File: src/rtl/lif_ring_array.sv
// lif_ring_array: ring of leaky integrate-and-fire neurons with programmable weights, threshold, refractory period and spike counter
module lif_ring_array #(
  parameter int N = 8,
  parameter int W = 8,
  parameter int LEAK_SHIFT = 1,
  parameter int REFRAC = 2,
  parameter int THRESH_RST = 200,
  parameter int AW = $clog2(N)
) (
  input  logic          clk,
  input  logic          rst_n,
  input  logic [W-1:0]  ext_in,
  input  logic [N-1:0]  ext_mask,
  input  logic          ring_en,
  input  logic          cfg_we,
  input  logic          cfg_sel,
  input  logic [AW-1:0] cfg_addr,
  input  logic [W-1:0]  cfg_data,
  input  logic [AW-1:0] rd_sel,
  input  logic          cnt_clr,
  output logic [W-1:0]  state_out,
  output logic [N-1:0]  spikes,
  output logic [15:0]   spike_cnt
);
  localparam int RW = REFRAC > 0 ? $clog2(REFRAC + 1) : 1;
  localparam logic [RW-1:0] RC0 = RW'(REFRAC);
  localparam logic [W-1:0] TR = W'(THRESH_RST);
  localparam logic [AW:0] NL = (AW + 1)'(N);
  logic [W-1:0] s_q [N];
  logic [W-1:0] s_d [N];
  logic [W-1:0] w_q [N];
  logic [W-1:0] w_d [N];
  logic [RW-1:0] rc_q [N];
  logic [RW-1:0] rc_d [N];
  logic [N-1:0] spikes_q, spikes_d;
  logic [W-1:0] thr_q, thr_d;
  logic [15:0] cnt_q, cnt_d;
  logic [W+1:0] sum;
  logic [15:0] pc;
  logic [16:0] inc;
  logic rf, fire;
  always_comb begin
    thr_d = (cfg_we && cfg_sel) ? cfg_data : thr_q;
    w_d = w_q;
    if (cfg_we && !cfg_sel && {1'b0, cfg_addr} < NL) w_d[cfg_addr] = cfg_data;
    pc = '0;
    sum = '0;
    rf = 1'b0;
    fire = 1'b0;
    spikes_d = '0;
    for (int i = 0; i < N; i++) begin
      pc = pc + 16'(spikes_q[i]);
      sum = {2'b0, s_q[i] - (s_q[i] >> LEAK_SHIFT)}
          + {2'b0, ext_mask[i] ? ext_in : {W{1'b0}}}
          + {2'b0, (ring_en && spikes_q[(i + N - 1) % N]) ? w_q[i] : {W{1'b0}}};
      rf = rc_q[i] != '0;
      fire = !rf && sum >= {2'b0, thr_q};
      spikes_d[i] = fire;
      rc_d[i] = rf ? rc_q[i] - RW'(1) : fire ? RC0 : '0;
      s_d[i] = (rf || fire) ? '0 : (|sum[W+1:W]) ? {W{1'b1}} : sum[W-1:0];
    end
    inc = {1'b0, cnt_q} + {1'b0, pc};
    cnt_d = cnt_clr ? 16'h0 : inc[16] ? 16'hFFFF : inc[15:0];
  end
  always_ff @(posedge clk) begin
    if (!rst_n) begin
      for (int i = 0; i < N; i++) begin
        s_q[i] <= '0;
        w_q[i] <= '1;
        rc_q[i] <= '0;
      end
      spikes_q <= '0;
      thr_q <= TR;
      cnt_q <= '0;
    end else begin
      s_q <= s_d;
      w_q <= w_d;
      rc_q <= rc_d;
      spikes_q <= spikes_d;
      thr_q <= thr_d;
      cnt_q <= cnt_d;
    end
  end
  assign state_out = ({1'b0, rd_sel} < NL) ? s_q[rd_sel] : '0;
  assign spikes = spikes_q;
  assign spike_cnt = cnt_q;
endmodule

File: config.mk
export PLATFORM = sky130hd
export DESIGN_NAME = lif_ring_array
export DESIGN_NICKNAME = d
export VERILOG_FILES = /design/src/rtl/lif_ring_array.sv
export SDC_FILE = /design/constraint.sdc
export NUM_CORES = 1
export LEC_CHECK = 0
export ABC_AREA = 1
export CELL_PAD_IN_SITES_DETAIL_PLACEMENT = 0
export CELL_PAD_IN_SITES_GLOBAL_PLACEMENT = 1
export CORE_UTILIZATION = 40
export DETAILED_ROUTE_END_ITERATION = 16
export PLACE_DENSITY = 0.7
export SLEW_MARGIN = 15
export SYNTH_ARGS = -nofsm -noshare
export SYNTH_HDL_FRONTEND = slang
export SYNTH_SLANG_ARGS = --single-unit
File: constraint.sdc
create_clock -name clk -period 5.8 [get_ports clk]
set_clock_uncertainty 0.05 [all_clocks]
set_input_delay 1.16 -clock clk [delete_from_list [all_inputs] [get_ports clk]]
set_output_delay 1.16 -clock clk [all_outputs]
set_load 0.02 [all_outputs]
# --- Yosys cells after proc, flatten, opt, wreduce, memory -nomap -nowiden ---
# Cells that the tools add are included.
totals:
  out_inout_bits: 32
  word_cells: 189
  in_bits: 36
  register_bits: 176
classes:
  muxes: 47
  reduce_logical: 61
  order_cmp: 11
  bitwise_logic: 3
  addsub: 40
op_table:
  columns: ["operator", "count"]
  rows:
  - ["$mux W8", 27]
  - ["$add A9 B8 Y10", 8]
  - ["$ge A10 B8 Y1", 8]
  - ["$add A8 B8 Y9", 8]
  - ["$bwmux W64", 1]
  - ["$sub A8 B7 Y8", 8]
  - ["$reduce_or A2 Y1", 17]
  - ["$mux W2", 16]
  - ["$bmux W8 S3", 1]
  - ["$demux W8 S3", 1]
  - ["$logic_and A1 B1 Y1", 19]
  - ["$add A16 B8 Y17", 1]
  - ["$mux W16", 1]
  - ["$reduce_bool A2 Y1", 8]
  - ["$sub A2 B1 Y2 const B", 8]
  - ["$logic_not A1 Y1", 9]
  - ["$add A7 B1 Y8", 1]
  - ["$ge A4 B4 Y1 const B", 2]
  - ["$logic_or A1 B1 Y1", 8]
  - ["$not A3 Y4", 2]
  - ["$add A6 B1 Y7", 1]
  - ["$add A5 B1 Y6", 1]
  - ["$add A4 B1 Y5", 1]
  - ["$add A3 B1 Y4", 1]
  - ["4 further kinds", 4]

# --- Depth between registers and ports, before layout ---
logic_depth:
  depth_word: 9
  mapped_depth: 28
  mapped_depth_nobuf: 28

# --- Worst setup path after synthesis ---
# No wires, ideal clock.
synth_timing:
  path_kind: "input-to-reg"
  startpoint: "input ring_en"
  endpoint: "register s_q[0] (netlist name)"
  t_arrival_ns: 4.364
  path_stages: 21
  slack_ns: 1.323
  required_ns: 5.687
  path_cell_list: "clkbuf_1 nand2_1 inv_1 nand2_1 fa_1 inv_1 ha_1 fa_1 nand3_1 nand2_1 a31oi_1 xor2_1 inv_1 ha_1 nand2_1 inv_1 a31oi_1 nand3_1 nor2_4 nand2_4 nor2_2"
synth_between:
  elab_chain_cells: 7
  word_cells_on_any_way: 9
  classes_between: "add/sub (1); order compare (1); mux (2); reduce/logical (5)"
synth_lines:
  columns: ["element", "line_no", "rtl"]
  rows:
  - ["from (decl)", "14", "input logic ring_en,"]
  - ["$logic_and A1 B1 Y1 *", "55", "+ {2'b0, (ring_en && spikes_q[(i + N - 1) % N]) ? w_q[i] : {W{1'b0}}};"]
  - ["$mux W8 *", "55", null]
  - ["$add A9 B8 Y10 *", "55", null]
  - ["$ge A10 B8 Y1", "57", "fire = !rf && sum >= {2'b0, thr_q};"]
  - ["$logic_and A1 B1 Y1", "57", null]
  - ["$logic_or A1 B1 Y1", "60", "s_d[i] = (rf || fire) ? '0 : (|sum[W+1:W]) ? {W{1'b1}} : sum[W-1:0];"]
  - ["$reduce_or A2 Y1 (no source line)", null, null]
  - ["to (signal, indexed assignment)", "68", "s_q[i] <= '0;"]
  - ["to (signal assigned)", "76", "s_q <= s_d;"]
  - ["to (decl)", "29", "logic [W-1:0] s_q [N];"]
# Every way passes the cells marked *; elsewhere a longest branch is shown, timed or not.
# A chain may end at the register's enable or synchronous reset.

# --- Worst setup path after layout ---
layout_timing:
  startpoint: "input rd_sel[1]"
  endpoint: "output state_out[7]"
layout_between:
  elab_chain_cells: 4
layout_lines:
  columns: ["element", "line_no", "rtl"]
  rows:
  - ["from (decl)", "19", "input logic [AW-1:0] rd_sel,"]
  - ["$not A3 Y4 (not written as such)", "84", "assign state_out = ({1'b0, rd_sel} < NL) ? s_q[rd_sel] : '0;"]
  - ["$bmux W8 S3", "84", null]
  - ["$mux W8 (not written as such) (2 in a row)", "84", null]
  - ["to (decl)", "21", "output logic [W-1:0] state_out,"]
# Every way passes these cells. The select of a mux whose other input is x is not followed.

==> flow_summary_export.csv <==
group,metric,value,unit
status,status,"completed",
synth,synth_top_area_share,22.5,%
die,fp.dieH,200,um
pwr,p_leak,0.00953,uW
die,fp-row-count,72,
layout,final_cell_mix,"nand2_1 (633), inv_1 (462), ha_1 (182)",
sta,max_freq,0.206,GHz
layout,final_util,45.2,%
sta,grt_setup_unrepaired,"no",
clock_network,clkTransAtPathRegs,0.08,ns
detailed_routing,drc,0,
detailed_routing,drt_iter0_markers,905,
sta,slew_headroom,39.1,%
setup_path,crit_type,"input port to primary output",
die,dieArea,39900,um^2
detailed_routing,avgRoutedWirePerCell,16.5,um
synth,async_flop_share,0,%
synth,yosys-top-cells-area,"dfxtp_1 (23%), nand2_1 (15%), ha_1 (15%), inv_1 (11%), fa_1 (11%)",
clock_network,cts.htree.levels,4,
die,initial_core_util,40.5,%
clock_network,cts_setup_buffers,0,
run,drv_cap,0,
sta,worstMarginPinSlew,0.912,ns
sta,fin_crit_sh,83.6,%
detailed_routing,avgViaCountPerCell,4.78,
sta,hold_ws,0.387,ns
pwr,ir_drop,348,uV
pwr,p_per_area,655,nW/um^2
grt,grt_max_degree,54,
detailed_routing,dr.max_layer_used,"met4",
place,port_buffers,67,
layout,final_common_cell,"nand2_1",
grt,grt_pass1_vias,12800,
grt,antenna_found_initial,0,
place,place.detailed.hpwl,36500,um
synth,yosys_warnings,0,
detailed_routing,wl_met2,21200,um
detailed_routing,dr_wl_met3,2300,um
sta,final_max_slew_viol_count,0,
sta,hold_viol_final,0,
die,die_w,200,um
sta,fin_crit,4.85,ns
grt,grt-ovfl-total,0,
detailed_routing,num_vias,13600,
detailed_routing,route.layer.met1.wl,22400,um
synth,netlist_area,15600,um^2
grt,grt_pass1_wl,71600,um
layout,nNetsFinal,2614,
layout,n_antenna_cell,0,
synth,synth_cell_type_count,34,
grt,track_usage,24.2,%
worst_hold_path,hp-class,"register to register",
clock_network,cts_tree,"yes",
clock_network,cts_buffers,17,
place,gp_congestion,0.878,
sta,setup_slack,0.952,ns
detailed_routing,postRouteAntennaNets,0,
clock_network,cts-root-buf,"clkbuf_16",
synth,ys_seq_elements,176,
layout,layout-drive-gt1-share,5.08,%
clock_network,cts_hold_buffers,0,
synth,ys_seq_area_share,22.5,%
synth,syn_nets,2571,
sta,setup_violations,0,
synth,synth_edf_count,0,
layout,fillers,4033,
synth,netlist_instances,2268,
place,dp_slack,0.524,ns
die,core_area,38600,um^2
sta,finalSetupTns,0,ns
setup_path,required,4.59,ns
clock_network,clk_latency,0.46,ns
layout,area_growth,11.5,%
detailed_routing,first_pass_iters,5,
setup_path,worstPathArrival,3.64,ns
detailed_routing,routed_wl,46800,um
clock_network,cts_sinks,176,
setup_path,cp-start-kind,"input port",
die,io_pins,68,
setup_path,endpoint_kind,"primary output",
synth,syn_area_per_cell,6.89,um^2
clock_network,cts-resized-gates,0,
setup_path,cp_max_fo,16,
synth,synthFlopType,"dfxtp_1",
synth,yosysTopAreaCell,"dfxtp_1",
clock_network,cts.path.max_buffers,2,
==> kinds of logic (layout without fill, tap and decap cells) <==
logic type | after synthesis | after routing | share of synthesized area [%]
simple gates | 983 | 983 | 26.6
buf+inv | 526 | 582 | 12.8
fa+ha+maj | 267 | 267 | 25.5
compound gates | 230 | 230 | 7.81
flops | 176 | 176 | 22.5
xor+xnor | 86 | 86 | 4.82
==> cells in the mapped netlist, drive strengths merged (8+ instances only) <==
library cell and n:
or2 8, nand4 10, nor3 14, o21ai 74, dfxtp 176, a21oi 121
o211ai 15, buf 13, fa 85, inv 471, xnor2 25, clkbuf 41
xor2 61, nor2 158, nand2 642, a31oi 18, nand3 149, ha 182
==> layout make-up <==
cell class / instances / area (um^2) / share of cell area, %
Timing Repair Buffer: 78 / 761 / 4.37
Clock buffer: 17 / 425 / 2.44
Inverter: 472 / 1770 / 10.2
Tap cell: 518 / 648 / 3.72
Multi-Input combinational cell: 1566 / 10100 / 58.0
Sequential cell: 176 / 3520 / 20.2
Clock inverter: 15 / 184 / 1.06
==> through the flow <==
stage	cells	total power (uW)	area (um^2)
after floorplan	2268	8360	15600
after global placement	2810	10100	16800
after detailed placement	2810	10300	16800
after CTS	2842	11500	17400
after global routing	2842	13000	17400
final	2842	11400	17400
==> per-layer routing <==
metal / up-vias / track usage, %
li1: 7071 / -
met1: 6200 / 33.3
met2: 264 / 39.5
met3: 36 / 3.75
met4: 0 / 5.88
met5: - / 0
==> where the power goes <==
| group | total [uW] | switching, uW | internal [uW] |
|---|---|---|---|
| sequential | 1560 | 152 | 1410 |
| combinational | 8660 | 5410 | 3250 |
| clock | 1190 | 606 | 586 |
| total | 11400 | 6160 | 5250 |
==> path summary, 6_finish.rpt <==
kind	start	to	slack [ns]	cells after the start
setup / recovery	rd_sel[1]	state_out[7]	0.95	8
hold / removal	rc_q[8]$_SDFF_PN0_	rc_q[8]$_SDFF_PN0_	0.39	1
setup reg to reg	s_q[0]$_SDFF_PP0_	s_q[5]$_SDFF_PP0_	1.20	24
hold reg to reg	rc_q[8]$_SDFF_PN0_	rc_q[8]$_SDFF_PN0_	0.39	1
==> sequential cells by signal, indices dropped and copies added, names as in the netlist <==
signal     flops
s_q           64
w_q           64
rc_q          16
spike_cnt     16
spikes         8
thr_q          8
==> worst max-delay path, cell delays in order <==
cell and delay, ns:
clkdlybuf4s50_1 0.56, inv_1 0.29, a21oi_1 0.19, o21ai_0 0.16, nand2_1 0.21, nor2_1 0.08, a31oi_1 0.31, clkdlybuf4s50_1 0.67
Note: power is estimated with default switching activity, not from simulation.
